===== src/rtl/spi_read_ctrl.sv =====
// Read-transaction sequencer over an 8-bit SPI byte engine: CMD, 24-bit address, data burst.
// Define SPI_READ_CTRL_FAST_READ_EN for the fast-read command (8'h0B) plus one dummy byte.
module spi_read_ctrl #(
    parameter logic [7:0]  CMD_READ = 8'h03,
    parameter int unsigned CS_SETUP = 2,
    parameter int unsigned CS_HOLD  = 2,
    parameter int unsigned CS_IDLE  = 4
) (
    input  logic        clk,
    input  logic        rst_n,
    input  logic        req_valid,
    output logic        req_ready,
    input  logic [23:0] req_addr,
    input  logic [7:0]  req_len,
    output logic [7:0]  rd_data,
    output logic        rd_valid,
    output logic        rd_last,
    output logic        done,
    output logic        cs_n,
    output logic        eng_start,
    output logic [7:0]  eng_din,
    input  logic        eng_busy,
    input  logic [7:0]  eng_dout
);

    typedef enum logic [2:0] {
        ST_IDLE,
        ST_SETUP,
        ST_CMD,
        ST_ADDR,
`ifdef SPI_READ_CTRL_FAST_READ_EN
        ST_DUMMY,
`endif
        ST_DATA,
        ST_HOLD,
        ST_DESEL
    } state_e;

    typedef enum logic [1:0] {
        PH_ISSUE,
        PH_WAIT_HI,
        PH_WAIT_LO
    } phase_e;

`ifdef SPI_READ_CTRL_FAST_READ_EN
    localparam logic [7:0] CMD_BYTE = 8'h0B;
`else
    localparam logic [7:0] CMD_BYTE = CMD_READ;
`endif
    localparam logic [3:0] SETUP_LAST = 4'(CS_SETUP - 1);
    localparam logic [3:0] HOLD_LAST  = 4'(CS_HOLD - 1);
    localparam logic [3:0] IDLE_LAST  = 4'(CS_IDLE - 1);

    state_e      state_q;
    phase_e      phase_q;
    logic [3:0]  cnt_q;
    logic [8:0]  rem_q;
    logic [23:0] addr_q;
    logic [7:0]  len_q;
    logic        req_ready_q;
    logic        cs_n_q;
    logic        eng_start_q;
    logic [7:0]  eng_din_q;
    logic [7:0]  rd_data_q;
    logic        rd_valid_q;
    logic        rd_last_q;
    logic        done_q;

    always_ff @(posedge clk or negedge rst_n) begin
        if (!rst_n) begin
            state_q     <= ST_IDLE;
            phase_q     <= PH_ISSUE;
            cnt_q       <= '0;
            rem_q       <= '0;
            addr_q      <= '0;
            len_q       <= '0;
            req_ready_q <= 1'b0;
            cs_n_q      <= 1'b1;
            eng_start_q <= 1'b0;
            eng_din_q   <= '0;
            rd_data_q   <= '0;
            rd_valid_q  <= 1'b0;
            rd_last_q   <= 1'b0;
            done_q      <= 1'b0;
        end else begin
            // NOTE: non-blocking throughout; pulse defaults here are overridden by later assignments below.
            eng_start_q <= 1'b0;
            rd_valid_q  <= 1'b0;
            rd_last_q   <= 1'b0;
            done_q      <= 1'b0;

            case (state_q)
                ST_IDLE: begin
                    if (req_valid && req_ready_q) begin
                        req_ready_q <= 1'b0;
                        cs_n_q      <= 1'b0;
                        addr_q      <= req_addr;
                        len_q       <= req_len;
                        cnt_q       <= '0;
                        state_q     <= ST_SETUP;
                    end else begin
                        req_ready_q <= 1'b1;
                    end
                end

                ST_SETUP: begin
                    if (cnt_q == SETUP_LAST) begin
                        state_q     <= ST_CMD;
                        phase_q     <= PH_ISSUE;
                        eng_start_q <= 1'b1;
                        eng_din_q   <= CMD_BYTE;
                    end else begin
                        cnt_q <= cnt_q + 4'd1;
                    end
                end

                ST_HOLD: begin
                    if (cnt_q == HOLD_LAST) begin
                        cs_n_q  <= 1'b1;
                        done_q  <= 1'b1;
                        cnt_q   <= '0;
                        state_q <= ST_DESEL;
                    end else begin
                        cnt_q <= cnt_q + 4'd1;
                    end
                end

                ST_DESEL: begin
                    if (cnt_q == IDLE_LAST) begin
                        state_q     <= ST_IDLE;
                        req_ready_q <= 1'b1;
                    end else begin
                        cnt_q <= cnt_q + 4'd1;
                    end
                end

                // Byte-carrying states share the issue / wait-high / wait-low handshake.
                default: begin
                    case (phase_q)
                        PH_ISSUE:   phase_q <= PH_WAIT_HI;
                        PH_WAIT_HI: if (eng_busy) phase_q <= PH_WAIT_LO;
                        default: begin
                            if (!eng_busy) begin
                                phase_q     <= PH_ISSUE;
                                eng_start_q <= 1'b1;
                                eng_din_q   <= 8'h00;
                                case (state_q)
                                    ST_CMD: begin
                                        state_q   <= ST_ADDR;
                                        eng_din_q <= addr_q[23:16];
                                        cnt_q     <= '0;
                                    end
                                    ST_ADDR: begin
                                        if (cnt_q == 4'd2) begin
`ifdef SPI_READ_CTRL_FAST_READ_EN
                                            state_q <= ST_DUMMY;
`else
                                            state_q <= ST_DATA;
                                            rem_q   <= {1'b0, len_q} + 9'd1;
`endif
                                        end else begin
                                            cnt_q     <= cnt_q + 4'd1;
                                            eng_din_q <= (cnt_q == 4'd0) ? addr_q[15:8] : addr_q[7:0];
                                        end
                                    end
`ifdef SPI_READ_CTRL_FAST_READ_EN
                                    ST_DUMMY: begin
                                        state_q <= ST_DATA;
                                        rem_q   <= {1'b0, len_q} + 9'd1;
                                    end
`endif
                                    ST_DATA: begin
                                        rd_data_q  <= eng_dout;
                                        rd_valid_q <= 1'b1;
                                        rd_last_q  <= (rem_q == 9'd1);
                                        rem_q      <= rem_q - 9'd1;
                                        if (rem_q == 9'd1) begin
                                            eng_start_q <= 1'b0;
                                            cnt_q       <= '0;
                                            state_q     <= ST_HOLD;
                                        end
                                    end
                                    default: ;
                                endcase
                            end
                        end
                    endcase
                end
            endcase
        end
    end

    assign req_ready = req_ready_q;
    assign cs_n      = cs_n_q;
    assign eng_start = eng_start_q;
    assign eng_din   = eng_din_q;
    assign rd_data   = rd_data_q;
    assign rd_valid  = rd_valid_q;
    assign rd_last   = rd_last_q;
    assign done      = done_q;

endmodule


===== config.mk =====
export PLATFORM = sky130hd
export DESIGN_NAME = spi_read_ctrl
export DESIGN_NICKNAME = d
export VERILOG_FILES = /design/src/rtl/spi_read_ctrl.sv
export SDC_FILE = /design/constraint.sdc
export NUM_CORES = 1
export LEC_CHECK = 0
export CORE_UTILIZATION = 30
export CTS_BUF_LIST = sky130_fd_sc_hd__clkbuf_4
export CTS_CLUSTER_DIAMETER = 200
export DETAILED_ROUTE_END_ITERATION = 16
export SETUP_SLACK_MARGIN = 0.02
export SYNTH_ARGS = -nofsm -noshare
export SYNTH_HDL_FRONTEND = slang
export SYNTH_SLANG_ARGS = --single-unit

===== constraint.sdc =====
create_clock -name clk -period 4.1 [get_ports clk]
set_clock_uncertainty 0.15 [all_clocks]
set_input_delay 0.615 -clock clk [delete_from_list [all_inputs] [get_ports clk]]
set_output_delay 0.615 -clock clk [all_outputs]
set_load 0.02 [all_outputs]

==> flow_metrics.py <==
metrics = {
    "yosys": {
        "synth_cells": 324,
        "async_flop_share": 1.000,
        "syn_avg_cell_area_sq_um": 11.20,
        "yosysTopAreaCell": "dfrtp_1",
        "yosysUniqueCellTypes": 58,
        "synth_nets": 375,
        "synth_top_area_share": 0.4898,
        "ys_warn_count": 0,
        "synth_area_leaders": "dfrtp_1, mux2_2, o21ai_0, mux2i_1, ha_1",
        "syn-cell-area_sq_um": 3627,
        "synth_edf_count": 0,
        "ys.flop_type": "dfrtp_1",
        "synth-seq-cells": 72,
        "yosysSeqAreaShare": 0.4971,
    },
    "run_status": {
        "status": "finished, violations left",
        "violations": "DRC",
    },
    "timing": {
        "tns_ps": 0,
        "max_freq_mhz": 393.4,
        "finalSetupViolations": 0,
        "finalCriticalPeriod_ps": 2542,
        "worst_pin_slew_ps": 933.7,
        "worst_slack_ps": 1558,
        "final_max_slew_viol_count": 0,
        "rsz0062_at_grt": "no",
        "min_period_over_period": 0.6199,
        "hold_viol_final": 0,
        "max_slew_margin": 0.3775,
    },
    "clocking": {
        "worstSkewPairLatency_ps": 430,
        "numCtsBuffers": 9,
        "postCtsSetupBuffers": 0,
        "cts-htree-levels": 3,
        "cts.clk_slew.worst_paths_ps": 120,
        "ctsResizeCount": 0,
        "cts_buffer_depth": 2,
        "cts_tree": "yes",
        "root_buffer": "clkbuf_4",
        "holdBufCountCts": 0,
        "cts.sink_count": 72,
    },
    "detailed_routing": {
        "top_layer_used": "met4",
        "wl_mm": 7.950,
        "first_pass_iters": 10,
        "drt.antenna.violating_nets": 0,
        "wl_met3_microns": 488,
        "route.detailed.drc": 1,
        "wl_met2_mm": 3.716,
        "drt-wirelength-per-cell_microns": 14.86,
        "wl_met1_mm": 3.675,
        "drtIter0Drc": 106,
        "vias": 2725,
        "via_per_inst": 5.093,
    },
    "floorplanning": {
        "die_x_microns": 112.0,
        "start_util": 0.3123,
        "ios": 66,
        "rows": 39,
        "fp.dieH_microns": 112.0,
        "dieArea_sq_um": 12540,
        "core_sq_um": 11610,
    },
    "final_layout": {
        "fillers": 1152,
        "area.growth.synth_to_final_pct": 25.66,
        "fin_nets": 438,
        "layout-drive-gt1-share": 0.1837,
        "final_cell_mix": "dfrtp_1, clkdlybuf4s50_1, mux2_2",
        "postLayoutCellArea_sq_um": 4558,
        "diodes": 0,
        "layout_commonest_cell": "dfrtp_1",
    },
    "critical_path": {
        "worstPathArrival_ps": 2710,
        "path_max_fanout": 22,
        "start_kind": "register",
        "path_class": "register to register",
        "cp.required_ps": 4270,
        "cp-end-kind": "register",
    },
    "min_path": {
        "worstHoldPathType": "input port to asynchronous set/reset pin",
    },
    "place": {
        "dpl_cell_area_sq_um": 4395,
        "dp.final_hpwl_mm": 5.587,
        "place_ws_ps": 1405,
        "io_buffer_count": 65,
        "gp_congestion": 0.7984,
    },
    "power_and_ir_drop": {
        "p_comb_frac": 0.449,
        "irDropWorstVdd_mv": 0.3727,
        "leakage_nw": 1.910,
        "p_sw_frac": 0.3888,
        "intPower_mw": 2.052,
        "pwr-share-seq": 0.398,
        "powerDensity_nw_per_um2": 736.7,
        "p_sw_mw": 1.306,
        "p_clk_frac": 0.153,
        "power_mw": 3.358,
    },
    "global_routing": {
        "grt_max_degree": 73,
        "antenna_found_initial": 0,
        "grt_usage": 0.1361,
        "grt_overflow": 0,
        "grt_pass1_wl_mm": 13.27,
        "first_global_vias": 2660,
    },
    "run": {
        "maxCapViolCount": 0,
    },
}
[metal layers]
layer  track usage  vias to the layer above
met5             0                        -
met3       0.05553                        7
met4       0.03200                        0
met1        0.1821                     1349
met2        0.2054                       63
li1              -                     1306
[registers in the layout (all words and copies together) (netlist names)]
signal	cells
cs_n	1
rd_data	8
addr_q	24
cnt_q	4
rd_valid	1
phase_q	2
req_ready	1
len_q	8
eng_din	8
rem_q	9
eng_start	1
state_q	3
rd_last	1
done	1
[cell families after synthesis]
logic type,share of synthesized area
fa+ha+maj,0.02415
flops,0.4971
mux,0.1594
xor+xnor,0.01690
compound gates,0.1425
buf+inv,0.03070
simple gates,0.1294
[worst paths after layout]
kind                                        startpoint                endpoint  slack [ps]  depth (start not counted)
worst max-delay path            state_q[1]$_DFFE_PN0P_    cnt_q[0]$_DFFE_PN0P_        1560                          5
worst min-delay path                             rst_n    cnt_q[3]$_DFFE_PN0P_         160                          1
worst max register to register  state_q[1]$_DFFE_PN0P_    cnt_q[0]$_DFFE_PN0P_        1560                          5
worst min register to register  addr_q[16]$_DFFE_PN0P_  addr_q[16]$_DFFE_PN0P_         370                          1
max in group asynchronous                        rst_n    cnt_q[0]$_DFFE_PN0P_        3030                          1
min in group clk                addr_q[16]$_DFFE_PN0P_  addr_q[16]$_DFFE_PN0P_         370                          1
[through the flow]
step | std cells | hold WS [ps] | util
after floorplan | 324 | 169.4 | -
after global placement | 519 | 337.3 | 0.3785
after detailed placement | 519 | 344.6 | 0.3785
after CTS | 535 | 186.0 | 0.3925
after global routing | 535 | 191.5 | 0.3925
final | 535 | 159.9 | 0.3925
[cell usage after synthesis, drive strengths merged (3+ instances only)]
cell	n
nand2b	3
clkbuf	4
a211o	3
o32a	3
xor2	6
buf	11
and2	3
nand4	3
ha	7
a21oi	18
dfrtp	71
or3b	3
a22o	9
inv	10
nand3	7
o22ai	3
mux2i	9
nor2	18
nand2	21
o21ai	20
nor3	9
mux2	43
[power groups by stage]
| stage | clock, mW | combinational [mW] | sequential [mW] |
|---|---|---|---|
| floorplan | 0 | 1.07 | 1.33 |
| global placement | 0 | 1.51 | 1.34 |
| detailed placement | 0 | 1.53 | 1.35 |
| CTS | 0.535 | 1.53 | 1.34 |
| global route | 0.563 | 1.67 | 1.39 |
| finish | 0.514 | 1.51 | 1.34 |
[cell type report]
type | instances | area (sq um) | share of cell area
clock buffer | 9 | 67.56 | 0.01482
clock inverter | 7 | 95.09 | 0.02086
inverter | 10 | 37.54 | 0.008235
multi-input combinational | 227 | 1713 | 0.3758
sequential | 72 | 1803 | 0.3956
tap | 143 | 178.9 | 0.03925
timing repair buffer | 67 | 663.1 | 0.1455
[worst max-delay path, cell delays in order (launching register included)]
cell and delay, ps:
dfrtp_1 780, or3b_1 530, a21oi_2 90, a211o_4 330
or2_4 270, mux2_4 290
Note: power is estimated with default switching activity, not from simulation.
